File: src/rtl/bram_row_reader_pkg.sv
// Shared types and defaults for the BRAM row reader: FSM states, pixel word,
// and the beat that travels through the output FIFO.
package bram_row_reader_pkg;

    localparam int IMG_WIDTH_DEF = 640;
    localparam int MAX_ROWS_DEF  = 7;

    typedef logic [31:0] pixel_t;

    typedef enum logic [1:0] {
        ST_IDLE,
        ST_READ,
        ST_DRAIN,
        ST_DONE
    } rr_state_e;

    typedef struct packed {
        logic [2:0] row;
        logic       last;
        pixel_t     data;
    } rr_beat_t;

endpackage

File: src/rtl/rr_skid_fifo.sv
// Two-entry FIFO with valid/ready on both sides and an occupancy count.
// Accepts a push while full if the head is popped in the same cycle.
module rr_skid_fifo #(
    parameter int W = 36
) (
    input  logic         clka,
    input  logic         reset,
    input  logic [W-1:0] in_data,
    input  logic         in_valid,
    output logic         in_ready,
    output logic [W-1:0] out_data,
    output logic         out_valid,
    input  logic         out_ready,
    output logic [1:0]   count
);

    logic [1:0][W-1:0] mem;
    logic              wr_ptr, rd_ptr;
    logic [1:0]        cnt;
    logic              push, pop;

    assign out_valid = (cnt != 2'd0);
    assign in_ready  = (cnt != 2'd2) || out_ready;
    assign push      = in_valid && in_ready;
    assign pop       = out_valid && out_ready;
    assign out_data  = mem[rd_ptr];
    assign count     = cnt;

    always_ff @(posedge clka) begin
        if (reset) begin
            mem    <= '0;
            wr_ptr <= 1'b0;
            rd_ptr <= 1'b0;
            cnt    <= 2'd0;
        end else begin
            if (push) begin
                mem[wr_ptr] <= in_data;
                wr_ptr      <= ~wr_ptr;
            end
            if (pop)
                rd_ptr <= ~rd_ptr;
            cnt <= cnt + {1'b0, push} - {1'b0, pop};
        end
    end

endmodule

File: src/rtl/bram_row_reader.sv
// Streams a window of image rows out of a 1-cycle-latency BRAM, row-major,
// through a 2-entry FIFO with full throughput when the consumer is ready.
module bram_row_reader
    import bram_row_reader_pkg::*;
#(
    parameter int IMG_WIDTH = IMG_WIDTH_DEF,
    parameter int MAX_ROWS  = MAX_ROWS_DEF,
    parameter int ADDR_W    = 32
) (
    input  logic              clka,
    input  logic              reset,
    input  logic              go,
    input  logic [ADDR_W-1:0] base_addr,
    input  logic [2:0]        window,
    output logic              ena,
    output logic [3:0]        wea,
    output logic [ADDR_W-1:0] addra,
    input  logic [31:0]       douta,
    output logic [31:0]       m_data,
    output logic              m_valid,
    input  logic              m_ready,
    output logic              m_last,
    output logic [2:0]        m_row,
    output logic              busy,
    output logic              done
);

    localparam int               COL_W      = (IMG_WIDTH > 1) ? $clog2(IMG_WIDTH) : 1;
    localparam logic [COL_W-1:0] LAST_COL   = COL_W'(IMG_WIDTH - 1);
    localparam logic [2:0]       MAX_ROWS_3 = 3'(MAX_ROWS);

    rr_state_e         state_q, state_d;
    logic [ADDR_W-1:0] addr_q;
    logic [COL_W-1:0]  col_q;
    logic [2:0]        row_q, rows_q;
    logic              inflight_q;
    logic [2:0]        tag_row_q;
    logic              tag_last_q;
    logic              done_q;

    logic [2:0]        eff_rows;
    logic              issue, start;
    logic              last_col, last_row;
    logic [2:0]        occ;
    logic              pop;
    logic [1:0]        fifo_cnt;
    logic              fifo_in_ready;
    rr_beat_t          in_beat, out_beat;

    assign eff_rows = (window > MAX_ROWS_3) ? MAX_ROWS_3 : window;
    assign last_col = (col_q == LAST_COL);
    assign last_row = (row_q == rows_q - 3'd1);
    assign pop      = m_valid && m_ready;
    // Slots that will be taken once everything already requested has landed.
    assign occ      = {1'b0, fifo_cnt} + {2'b0, inflight_q} - {2'b0, pop};

    always_comb begin
        state_d = state_q;
        issue   = 1'b0;
        start   = 1'b0;
        case (state_q)
            ST_IDLE: begin
                if (go) begin
                    start   = (eff_rows != 3'd0);
                    state_d = (eff_rows != 3'd0) ? ST_READ : ST_DONE;
                end
            end
            ST_READ: begin
                issue = (occ < 3'd2) && fifo_in_ready;
                if (issue && last_col && last_row)
                    state_d = ST_DRAIN;
            end
            ST_DRAIN: begin
                if (fifo_cnt == 2'd0 && !inflight_q)
                    state_d = ST_DONE;
            end
            ST_DONE: state_d = ST_IDLE;
            default: state_d = ST_IDLE;
        endcase
    end

    always_ff @(posedge clka) begin
        if (reset)
            state_q <= ST_IDLE;
        else
            state_q <= state_d;
    end

    always_ff @(posedge clka) begin
        if (reset) begin
            addr_q     <= '0;
            col_q      <= '0;
            row_q      <= 3'd0;
            rows_q     <= 3'd0;
            inflight_q <= 1'b0;
            tag_row_q  <= 3'd0;
            tag_last_q <= 1'b0;
            done_q     <= 1'b0;
        end else begin
            // Clearing inflight on reset drops the data of a read issued in the reset cycle.
            inflight_q <= issue;
            done_q     <= (state_q == ST_DONE);
            if (start) begin
                addr_q <= base_addr;
                col_q  <= '0;
                row_q  <= 3'd0;
                rows_q <= eff_rows;
            end else if (issue) begin
                addr_q     <= addr_q + ADDR_W'(1);
                tag_row_q  <= row_q;
                tag_last_q <= last_col;
                if (last_col) begin
                    col_q <= '0;
                    row_q <= row_q + 3'd1;
                end else begin
                    col_q <= col_q + COL_W'(1);
                end
            end
        end
    end

    assign in_beat = '{row: tag_row_q, last: tag_last_q, data: douta};

    rr_skid_fifo #(.W($bits(rr_beat_t))) u_fifo (
        .clka      (clka),
        .reset     (reset),
        .in_data   (in_beat),
        .in_valid  (inflight_q),
        .in_ready  (fifo_in_ready),
        .out_data  (out_beat),
        .out_valid (m_valid),
        .out_ready (m_ready),
        .count     (fifo_cnt)
    );

    assign ena    = issue;
    assign wea    = 4'b0000;
    assign addra  = addr_q;
    assign m_data = out_beat.data;
    assign m_last = out_beat.last;
    assign m_row  = out_beat.row;
    assign busy   = (state_q != ST_IDLE);
    assign done   = done_q;

endmodule
File: config.mk
export PLATFORM = sky130hd
export DESIGN_NAME = bram_row_reader
export DESIGN_NICKNAME = d
export VERILOG_FILES = /design/src/rtl/bram_row_reader_pkg.sv /design/src/rtl/rr_skid_fifo.sv /design/src/rtl/bram_row_reader.sv
export SDC_FILE = /design/constraint.sdc
export NUM_CORES = 1
export LEC_CHECK = 0
export BUFFER_PORTS_ARGS = -buffer_cell sky130_fd_sc_hd__buf_2
export CORE_MARGIN = 2
export CORE_UTILIZATION = 49
export CTS_CLUSTER_SIZE = 16
export DETAILED_ROUTE_END_ITERATION = 10
export PLACE_DENSITY = 0.77
export SETUP_SLACK_MARGIN = 0.02
export SLEW_MARGIN = 20
export SYNTH_ARGS = -nofsm -noshare
export SYNTH_HDL_FRONTEND = slang
export SYNTH_SLANG_ARGS = --single-unit
File: constraint.sdc
create_clock -name clka -period 3 [get_ports clka]
set_clock_uncertainty 0.2 [all_clocks]
set_input_delay 0.45 -clock clka [delete_from_list [all_inputs] [get_ports clka]]
set_output_delay 0.45 -clock clka [all_outputs]
set_load 0.05 [all_outputs]
== Word-level counts from Yosys, hierarchy flattened ==
Index checks and enable logic that the tools add are counted.
Cells by class
  reduce and logical (&&, ||, !) cells: 19
  equal/unequal tests: 9
  add/sub/neg operators: 8
  $lt $le $gt $ge: 5
  multiplexer cells: 17
  bitwise gates (word level): 3
Operators by type and width (count)
  36-bit 2-to-1 mux: 3
  72-bit bitwise mux: 1
  32-bit 2-to-1 mux: 2
  36-bit demux with 1-bit select: 1
  32-bit by 1-bit adder with 32-bit output, second input constant: 1
  10-bit by 1-bit adder with 10-bit output, second input constant: 1
  10-bit equality test, second input constant: 1
  10-bit 2-to-1 mux: 1
  2-bit 2-to-1 mux: 4
  2-bit != test, second input constant: 4
  2-bit case mux with 4 select lines: 1
  1-bit logical AND: 7
  2-bit nonzero test: 3
  2-bit equality test, second input constant: 2
  2-bit zero test: 2
  1-bit by 2-bit < comparator with 1-bit output, second input constant: 2
  2-bit AND reduction: 2
  2-bit by 1-bit adder with 3-bit output: 1
  3-bit by 1-bit adder with 3-bit output, second input constant: 1
  3-bit equality test: 1
  3-bit greater-than comparator, second input constant: 1
  3-bit by 2-bit < comparator with 1-bit output, second input constant: 1
  1-bit 2-to-1 mux: 3
  3-bit 2-to-1 mux: 1
  12 further kinds: 14
Storage, ports and cells
  output and inout port bits: 76
  input bits: 71
  register bits after elaboration: 132
  logic and storage cells: 75

== Depth between registers and ports, before layout ==
Gate-level depths: netlist (run 1).
  depth in word-level cells: 9
  depth in mapped cells: 14

== Cells and area by module ==
From an unflattened synthesis (run 1), not the netlist that was laid out.
Second synthesis, totals
  cell total of the unflattened synthesis: 747
  area, all modules: 6673.9 µm²
By module, submodules not included
  rr_skid_fifo: area each 3629.7 µm², instances 1, cells an instance 382
  bram_row_reader: area each 3044.2 µm², instances 1, cells an instance 365

== Least setup slack after synthesis (run 1) ==
Ideal clock, no wire load.
  path kind: flip-flop to flip-flop
  start point: register u_fifo.cnt[1], in the netlist u_fifo.count[1]
  end point: register addr_q[19], in the netlist addra[19]
  clock period less this slack: 3.495 ns
  slack: -0.495 ns
  arrival: 3.209 ns
  path buffers: 0
  stages on the path, launching flop included: 13
  cells stage by stage: dfxtp_1 inv_1 nand2_1 and2_1 ha_1 inv_1 nand2_1 fa_1 or2_1 a2111oi_4 nand4_1 xor2_1 a211oi_1
On the way
  word-level cells in the longest chain between the ends: 7
  elaborated cells between the ends (all ways): 10
RTL lines
  start, declared: line rr_skid_fifo.sv:19  | logic [1:0] cnt;
  start signal, assigned: line rr_skid_fifo.sv:42  | cnt <= cnt + {1'b0, push} - {1'b0, pop};
  2-bit nonzero test: line rr_skid_fifo.sv:22  | assign out_valid = (cnt != 2'd0);
  named net m_valid: line bram_row_reader.sv:20  | output logic m_valid,
  1-bit logical AND: line bram_row_reader.sv:53  | assign pop = m_valid && m_ready;
  named net pop: line bram_row_reader.sv:45  | logic pop;
  3-bit by 1-bit subtractor with 3-bit output: line bram_row_reader.sv:55  | assign occ = {1'b0, fifo_cnt} + {2'b0, inflight_q} - {2'b0, pop};
  3-bit by 2-bit < comparator with 1-bit output: line bram_row_reader.sv:69  | issue = (occ < 3'd2) && fifo_in_ready;
  1-bit logical AND: line bram_row_reader.sv:69
  1-bit 2-to-1 mux: line bram_row_reader.sv:61  | case (state_q)
  2-bit nonzero test (no line)
  end signal, assigned: line bram_row_reader.sv:104  | addr_q <= base_addr;
  end signal, assigned: line bram_row_reader.sv:109  | addr_q <= addr_q + ADDR_W'(1);
  end, declared: line bram_row_reader.sv:33  | logic [ADDR_W-1:0] addr_q;
The timed path passes the listed nets, and every way through them passes these cells.
A chain may end at the register's enable or synchronous reset.

== Worst setup path after layout (run 1) ==
  start point: register u_fifo.cnt[1], in the netlist u_fifo.count[1]
  end point: output port ena
On the way
  word-level cells in the longest chain between the ends: 6
  elaborated cells between the ends (all ways): 9
RTL lines
  2-bit nonzero test: line rr_skid_fifo.sv:22
  1-bit logical AND: line bram_row_reader.sv:53
  named net pop: line bram_row_reader.sv:45
  3-bit by 1-bit subtractor with 3-bit output: line bram_row_reader.sv:55
  3-bit by 2-bit < comparator with 1-bit output: line bram_row_reader.sv:69
  1-bit logical AND: line bram_row_reader.sv:69
  1-bit 2-to-1 mux: line bram_row_reader.sv:61
  end, declared: line bram_row_reader.sv:15  | output logic ena,
The timed path passes the listed nets, and every way through them passes these cells.

==> summary.md, run 1 <==
| Metric | Value |
|---|---|
| Status | `finished with violations` |
| Failing checks | `negative setup slack` |
| Commonest non-fill, non-tap cell in the layout | `nand2_1` |
| Register share of total power | `32.2%` |
| Crit path DAT | `about 2.4 ns` |
| Top delay family on crit path | `adder cells` |
| Post-synth cell types | `58` |
| Initial core utilization | `49.7%` |
| Die Y | `117 um` |
| Via count | `~5700` |
| GRT overflow | `0` |
| DRC Markers | `0` |
| Sequential share of the synthesized area | `between 40% and 50%` |
| Async S/R FF share, synth | `0%` |
| Max clock buf depth | `2` |
| Post-synth top flop | `dfxtp_1` |
| Clock power frac | `29.3%` |
| Core area | `around 0.013 mm^2` |
| Clock Sinks | `132` |
| Antenna cells | `0` |
| Worst Tran Pin Value | `around 0.63 ns` |
| Number of DRC markers in iteration 0 | `359` |
| Crit. End Element | `output port` |
| Sw Ratio | `40.9%` |
| H-tree lvl count | `4` |
| Inst Count DP | `1030` |
| Antenna violations before repair | `0` |
| Cell count after synthesis | `between 700 and 800` |
| PwrDens | `885 mW/mm^2` |
| Detail Route Antenna Nets | `0` |
| Post-CTS Hold Buffers | `0` |
| FP Rows | `41` |
| Max incr delay on CP | `0.54 ns` |
| Drt wl/cell | `14.7 um` |
| Most frequent cells in the layout | `nand2_1, buf_2, dfxtp_1` |
| EDFF count, synth | `0` |
| Critical path required time | `2.35 ns` |
| P_leak | `3.25 nW` |
| Buf+Inv Stages, Crit Path | `4` |
| Global placement routability congestion | `0.845` |
| Period minus WS final | `3.00 ns` |
| PortBufs | `142` |
| Setup Viol. Count Final | `1` |
| Crit-path max FO | `3` |
| Largest net degree at the start of global routing | `between 100 and 150` |
| Final net count | `970` |
| Non-Filler Instances | `1071` |
| RSZ-0062 raised after global routing | `true` |
| Setup_tns | `-0.00449 ns` |
| Hpwl dp | `between 9000 and 10000 um` |
| DP Area | `0.00717 mm^2` |
| Worst Setup Slack post-DPL | `-0.0579 ns` |
| Clk_lat worst skew | `roughly 0.42 ns` |
| Seq cells post-synth | `between 100 and 150` |
| Design Area, Final | `0.00799 mm^2` |
| Clk root buf | `clkbuf_16` |
| Reg clk slew, reported paths | `0.06 ns` |
| Die width | `117 um` |
| First-pass GRT wire length | `24700 um` |
| Switching power | `2.89 mW` |
| Crit-path cells | `inv_4 -> nand2_8 -> and2_4 -> ha_4 -> inv_2 -> nand2_2 -> fa_2 -> and2_4 -> o21ai_4 -> inv_2 -> buf_8` |
| Mapped Area | `0.00621 mm^2` |
| Critical Path Source Type | `flip-flop` |
| Area grow syn2layout | `28.5%` |
| Rel. slew slack | `57.8%` |
| TritonCTS clock tree | `yes` |
| Ratio of cells with drive above 1 in the final layout | `31.5%` |
| Die Footprint | `0.0136 mm^2` |
| DRT Pass-1 Iters | `4` |
| Drt total wl | `15700 um` |
| Via density per instance | `5.32` |
| F_max | `between 300 and 400 MHz` |
| Hold Fails Final Rpt | `0` |
| PnR Total Power | `7.07 mW` |
| Share of the clock period used by the worst path | `100%` |
| Synth Warn # | `0` |
| Internal power | `approximately 4.2 mW` |
| Hold Crit Class | `input pin to flip-flop` |
| Pins Over Slew Limit | `0` |
| Final core occ | `63.8%` |
| Number of global-route vias before repair | `5236` |
| Min Hold Slack | `0.0748 ns` |
| Peak VDD IR | `521 uV` |
| CTS buffer count | `17` |
| Comb pwr share | `between 30% and 40%` |
| Max Cap Viol | `0` |
| All-Layer GR Usage | `22.6%` |
| Critical path class | `flip-flop to output port` |
| Crit path max-delay cell type | `fa_2` |
| Setup slack after layout | `-0.00449 ns` |
| Post-synthesis area per instance | `8.39 um^2` |
| I/O Pins | `147` |
[per-layer routing]
layer  global-route usage [%]  routed length (um)  share of wire (%)  vias to the layer above
met5                        0                   0                  0                        -
met4                     7.61                 299                1.9                        0
met3                     6.49                1070                6.8                       30
met2                     37.6                7450                 47                      190
met1                     28.4                6930                 44                     2649
li1                         -                   -                  -                     2834
[worst min-delay path: cells and delay by family]
kind,cells,cell delay [ns]
AO/OA/AOI/OAI,1,0.05
buffers and inverters,1,0.11
AND/OR/NAND/NOR,1,0.05
[flip-flops by register name (all words and copies together) (netlist names)]
| signal | cells |
|---|---|
| addra | 32 |
| col_q | 10 |
| done | 1 |
| inflight_q | 1 |
| row_q | 3 |
| rows_q | 3 |
| state_q | 2 |
| tag_last_q | 1 |
| tag_row_q | 3 |
| u_fifo.count | 2 |
| u_fifo.mem | 72 |
| u_fifo.rd_ptr | 1 |
| u_fifo.wr_ptr | 1 |
[path summary, 6_finish.rpt]
path,start,to,slack [ns],cells past startpoint
min,douta[20],u_fifo.mem[56],0.07,3
min reg2reg,u_fifo.mem[43],u_fifo.mem[43],0.25,2
max reg2reg,u_fifo.count[1],addra[10],0.03,13
max,u_fifo.count[1],ena,-0.004,11
[synthesized netlist by cell type, types with 7 or more instances]
library cell  instances  area (um^2)
nor4_1                8         50.1
xor2_1               14          123
dfxtp_1             132         2640
nor2_1               57          214
inv_1                15         56.3
clkbuf_1             35          131
mux2_2               36          405
a21oi_1              81          405
nand3_1              18         90.1
nand2_1             169          634
ha_1                 12          150
nor3_1                9         45.0
and3_1                7         43.8
xnor2_1              29          254
nand4_1              11         68.8
a211oi_1             27          203
[power by group through the flow]
stage | registers, mW | clock network (mW) | logic (mW)
after global placement | 2.30 | 0 | 2.53
after floorplan | 2.62 | 0 | 1.59
after global routing | 2.31 | 2.18 | 2.94
after detailed placement | 2.30 | 0 | 2.56
final | 2.27 | 2.07 | 2.72
after CTS | 2.27 | 2.09 | 2.68
[timing repair]
action | CTS | global route
cloned | 0 | 0
pin swaps | 5 | 15
setup buffers | 5 | 4
setup endpoints to repair | 2 | 21
resized for setup | 9 | 20
[layout make-up]
type / instances / area (um^2)
tap: 172 / 215
inverter: 15 / 61.3
multi-input combinational: 547 / 3500
clock inverter: 14 / 151
sequential: 132 / 2650
timing repair buffer: 173 / 976
fill: 1096 / 4530
clock buffer: 18 / 439
[cells by family (layout without fill, tap and decap cells)]
group | after synthesis | after routing | share of synthesized area, %
flops | 132 | 132 | 42.5
xor+xnor | 44 | 44 | 6.42
mux | 39 | 39 | 7.01
fa+ha+maj | 13 | 13 | 2.74
other cells | 1 | 4 | 0.0603
compound gates | 135 | 135 | 13.5
buf+inv | 65 | 220 | 4.75
simple gates | 312 | 312 | 23.0
No activity file was read; power rests on OpenSTA's default activity.
==> inputs of run 2 (changes only) <==
ABC_CLOCK_PERIOD_IN_PS = 3000   (was default)
SKIP_CTS_REPAIR_TIMING = 1   (was default)
==> run 2 against run 1 <==
  * The flow still finishes with violations (negative setup slack)
  * Combinational power hardly changed
  * Largest cell class unchanged
  * Critical endpoint unchanged
  * Clock power about the same
  * Critical path depth unchanged
  * Via count shrank 1.7%
  * Die area stayed put
  * Final area decreased by 1.2%
  * Core utilization down 0.78 points
==> summary.md, run 2 (synthesized netlist as in run 1, its figures left out) <==
| Metric | Value |
|---|---|
| P_leak | `3.15 nW` |
| Largest net degree at the start of global routing | `121` |
| Global placement routability congestion | `0.845` |
| Buf+Inv Stages, Crit Path | `4` |
| Min-delay src | `douta[7]` |
| Clock Sinks | `between 100 and 150` |
| Hold Fails Final Rpt | `0` |
| Setup slack after layout | `-0.0146 ns` |
| Final core occ | `63.0%` |
| Inst Count DP | `1030` |
| Worst Tran Pin Value | `0.622 ns` |
| Core area | `around 0.013 mm^2` |
| First-pass GRT wire length | `24400 um` |
| Die Footprint | `0.0136 mm^2` |
| Worst Setup Slack post-DPL | `-0.0579 ns` |
| Min Hold Slack | `just under 0.07 ns` |
| Max clock buf depth | `2` |
| Pins Over Slew Limit | `0` |
| F_max | `332 MHz` |
| Crit path DAT | `between 2 and 2.5 ns` |
| Min-Delay Path Depth | `3` |
| Commonest non-fill, non-tap cell in the layout | `nand2_1` |
| Failing checks | `negative setup slack` |
| Initial core utilization | `49.7%` |
| Number of DRC markers in iteration 0 | `297` |
| PnR Total Power | `7.03 mW` |
| Via count | `5604` |
| Hpwl dp | `9890 um` |
| TritonCTS clock tree | `yes` |
| GRT overflow | `0` |
| Die width | `between 100 and 150 um` |
| Non-Filler Instances | `1068` |
| Top delay family on crit path | `adder cells` |
| Max incr delay on CP | `0.55 ns` |
| Setup_tns | `-0.0146 ns` |
| Detail Route Antenna Nets | `0` |
| PwrDens | `891 mW/mm^2` |
| Peak VDD IR | `between 500 and 600 uV` |
| Antenna violations before repair | `0` |
| Critical Path Source Type | `flip-flop` |
| Critical path required time | `2.35 ns` |
| Critical R2R Launch | `u_fifo.count[1]` |
| DRC Markers | `0` |
| Hold Crit Class | `input pin to flip-flop` |
| Crit path from | `u_fifo.count[1]` |
| Crit. End Element | `output port` |
| PortBufs | `142` |
| Crit path max-delay cell type | `fa_2` |
| Top reg by flops | `u_fifo.mem` |
| Max Cap Viol | `0` |
| Final net count | `967` |
| I/O Pins | `147` |
| All-Layer GR Usage | `22.4%` |
| Area grow syn2layout | `27.0%` |
| DP Area | `slightly above 0.007 mm^2` |
| Clk root buf | `clkbuf_16` |
| Rel. slew slack | `58.6%` |
| Largest register FFs | `between 70 and 80` |
| Design Area, Final | `0.00789 mm^2` |
| Share of the clock period used by the worst path | `100%` |
| Die Y | `117 um` |
| Antenna cells | `0` |
| Critical path depth in cells | `11` |
| Drt total wl | `15300 um` |
| CTS buffer count | `17` |
| Period minus WS final | `3.01 ns` |
| Critical path class | `flip-flop to output port` |
| FP Rows | `41` |
| Status | `finished with violations` |
| Crit-path cells | `inv_6 -> nand2_8 -> and2_4 -> ha_4 -> inv_2 -> nand2_2 -> fa_2 -> and2_4 -> o21ai_4 -> inv_2 -> buf_8` |
| Most frequent cells in the layout | `nand2_1, buf_2, dfxtp_1` |
| Via density per instance | `5.25` |
| Crit-path max FO | `3` |
| H-tree lvl count | `4` |
| Reg clk slew, reported paths | `~0.060 ns` |
| RSZ-0062 raised after global routing | `true` |
| Clk_lat worst skew | `0.43 ns` |
| FF-to-FF path depth | `12` |
| Setup Viol. Count Final | `1` |
| DRT Pass-1 Iters | `5` |
| Drt wl/cell | `14.3 um` |
| Ratio of cells with drive above 1 in the final layout | `30.7%` |
| Number of global-route vias before repair | `5198` |
[run 2: layout make-up]
| type | instances | area, um^2 |
|---|---|---|
| multi-input cells | 547 | 3420 |
| inverters | 15 | 63.8 |
| clock buffers | 18 | 439 |
| repair buffers | 170 | 950 |
| fillers | 1109 | 4630 |
| flip-flops and latches | 132 | 2650 |
| clock inverters | 14 | 151 |
| well taps | 172 | 215 |
[run 2: final timing paths]
kind / end / slack [ns]
setup reg to reg: addra[10] / 0.11
hold reg to reg: u_fifo.mem[43] / 0.25
hold / removal: u_fifo.mem[43] / 0.07
setup / recovery: ena / -0.01
[run 2: layer usage]
layer,share of wire [%],routed length [um],GRT usage [%],vias to the layer above
li1,-,-,-,2833
met4,0.56,85,6.43,0
met3,6.9,1050,6.95,8
met1,45,6870,27.9,2598
met5,0,0,0,-
met2,48,7290,37.4,165
[run 2: power by group]
group          internal [mW]  total (mW)  switching, mW  leakage (nW)
logic                  0.908        2.69           1.78          1.79
registers               2.01        2.27          0.267          1.07
clock network           1.25        2.06          0.810         0.287
[run 2: worst min-delay path, stage by stage]
cell and delay (ns):
buf_2 0.10, nand2_1 0.05, a21oi_1 0.05
==> inputs of run 3 (changes only) <==
CORE_UTILIZATION = 50   (was 49)
CTS_BUF_LIST = sky130_fd_sc_hd__clkbuf_8   (was default)
PLACE_DENSITY = 0.78   (was 0.77)
==> run 3 against run 2 <==
  * The flow still finishes with violations (negative setup slack)
  * Global-route usage up 0.53 points
  * Via count up 2.4%
  * First-iteration DRC count up 52%
  * Core utilization up 1.7 points
==> summary.md, run 3 (synthesized netlist as in run 1, its figures left out) <==
| Metric | Value |
|---|---|
| DRT Pass-1 Iters | `5` |
| Design Area, Final | `0.00781 mm^2` |
| Critical Path Source Type | `flip-flop` |
| Min-Delay Path Depth | `3` |
| Crit-path cells | `inv_6 -> nand2_8 -> and2_4 -> ha_4 -> inv_4 -> nand2_2 -> fa_2 -> and2_4 -> o21ai_4 -> inv_2 -> buf_8` |
| Via density per instance | `5.37` |
| Ratio of cells with drive above 1 in the final layout | `31.2%` |
| Top layer in use | `met4` |
| Reg clk slew, reported paths | `0.08 ns` |
| Antenna violations before repair | `0` |
| Crit path DAT | `2.40 ns` |
| Min-delay src | `base_addr[26]` |
| Min Hold Slack | `between 0.02 and 0.025 ns` |
| Number of global-route vias before repair | `between 5000 and 6000` |
| Hold Crit Class | `input pin to flip-flop` |
| Max clock buf depth | `2` |
| Setup_tns | `-0.0468 ns` |
| Met1 WL | `7110 um` |
| Clock Sinks | `132` |
| I/O Pins | `147` |
| Top reg by flops | `u_fifo.mem` |
| Largest net degree at the start of global routing | `roughly 120` |
| Crit. End Element | `output port` |
| Cell mode on critical path | `and2_4` |
| Antenna cells | `0` |
| Register share of total power | `35.2%` |
| Hold Fails Final Rpt | `0` |
| Sw Ratio | `approximately 43%` |
| PwrDens | `837 mW/mm^2` |
| Met2 Routed Length | `7510 um` |
| Most frequent cells in the layout | `nand2_1, buf_2, dfxtp_1` |
| Drt wl/cell | `approximately 15 um` |
| FF-to-FF path depth | `13` |
| Detail Route Antenna Nets | `0` |
| Clock power frac | `23.1%` |
| H-tree lvl count | `4` |
| Die Y | `115 um` |
| Critical path class | `flip-flop to output port` |
| PortBufs | `142` |
| Critical R2R Launch | `u_fifo.count[1]` |
| PnR Total Power | `between 6 and 7 mW` |
| FP Rows | `40` |
| F_max | `328 MHz` |
| Internal power | `around 3.8 mW` |
| Initial core utilization | `51.5%` |
| Comb pwr share | `41.7%` |
| RSZ-0062 raised after global routing | `true` |
| Final net count | `971` |
| Core area | `0.0121 mm^2` |
| Number of DRC markers in iteration 0 | `about 450` |
| Die Footprint | `between 0.01 and 0.015 mm^2` |
| Drt total wl | `15700 um` |
| TritonCTS clock tree | `yes` |
| Area grow syn2layout | `25.6%` |
| Clk_lat worst skew | `0.45 ns` |
| WHS Endpoint | `addra[26]` |
| Switching power | `between 2 and 3 mW` |
| Via count | `about 5700` |
| Largest register FFs | `between 70 and 80` |
| Inst Count DP | `1026` |
| Final core occ | `between 60 and 70%` |
| Commonest non-fill, non-tap cell in the layout | `nand2_1` |
| P_leak | `roughly 3.1 nW` |
| Share of the clock period used by the worst path | `102%` |
| Setup slack after layout | `-0.0468 ns` |
| Period minus WS final | `3.05 ns` |
| Rel. slew slack | `56.7%` |
| Failing checks | `negative setup slack` |
| Setup Viol. Count Final | `1` |
| Critical path required time | `2.35 ns` |
| Non-Filler Instances | `1068` |
| DP Area | `0.00720 mm^2` |
| Reg2Reg Setup Slack | `0.04 ns` |
| Global placement routability congestion | `0.818` |
| WL met3 | `909 um` |
| First-pass GRT wire length | `24400 um` |
| Worst Setup Slack post-DPL | `-0.0671 ns` |
| Max Cap Viol | `0` |
| Crit path max-delay cell type | `fa_2` |
| Reg-to-reg critical path endpoint | `addra[19]` |
| All-Layer GR Usage | `approximately 23%` |
| Peak VDD IR | `686 uV` |
| DRC Markers | `0` |
| Status | `finished with violations` |
| Hpwl dp | `slightly above 10000 um` |
| Crit-path max FO | `3` |
| GRT overflow | `0` |
| Worst Tran Pin Value | `around 0.65 ns` |
| CTS buffer count | `17` |
| Die width | `115 um` |
| Pins Over Slew Limit | `0` |
| Max incr delay on CP | `0.55 ns` |
| Clk root buf | `clkbuf_8` |
==> run 3: worst max-delay path by stage <==
stage / start / to / slack [ns] / cells after the start
floorplan: u_fifo.count[1] / addra[10] / 0.03 / 12
global placement: m_ready / addra[10] / 0.008 / 11
detailed placement: m_ready / addra[19] / -0.07 / 12
CTS: u_fifo.count[1] / ena / -0.38 / 11
global route: u_fifo.count[1] / ena / -0.16 / 11
finish: u_fifo.count[1] / ena / -0.05 / 11
==> run 3: per-layer routing <==
layer / up-vias / track usage [%]
met2: 186 / 36.4
met4: 0 / 8.27
met3: 16 / 6.38
met5: - / 0
li1: 2833 / -
met1: 2703 / 29.9
==> run 3: cell type report <==
type / count / area (um^2)
sequential: 132 / 2650
timing repair buffer: 174 / 1030
multi-input combinational: 547 / 3450
inverter: 15 / 66.3
clock buffer: 20 / 275
clock inverter: 12 / 130
fill: 1052 / 4250
tap: 168 / 210
==> run 3: worst max-delay path: cells and delay by family, from the launching register on <==
family / cells / cell delay (ns)
buffers and inverters: 4 / 0.37
adder cells (fa/ha/maj): 2 / 0.76
flip-flops: 1 / 0.36
AND/OR/NAND/NOR: 4 / 0.39
AO/OA/AOI/OAI: 1 / 0.07
==> run 3: power by group through the flow <==
| stage | Combinational, mW | Clock (mW) | Sequential, mW |
|---|---|---|---|
| after floorplan | 1.59 | 0 | 2.62 |
| after global placement | 2.54 | 0 | 2.32 |
| after detailed placement | 2.58 | 0 | 2.33 |
| after CTS | 2.59 | 1.54 | 2.29 |
| after global routing | 2.93 | 1.63 | 2.33 |
| final | 2.73 | 1.51 | 2.30 |
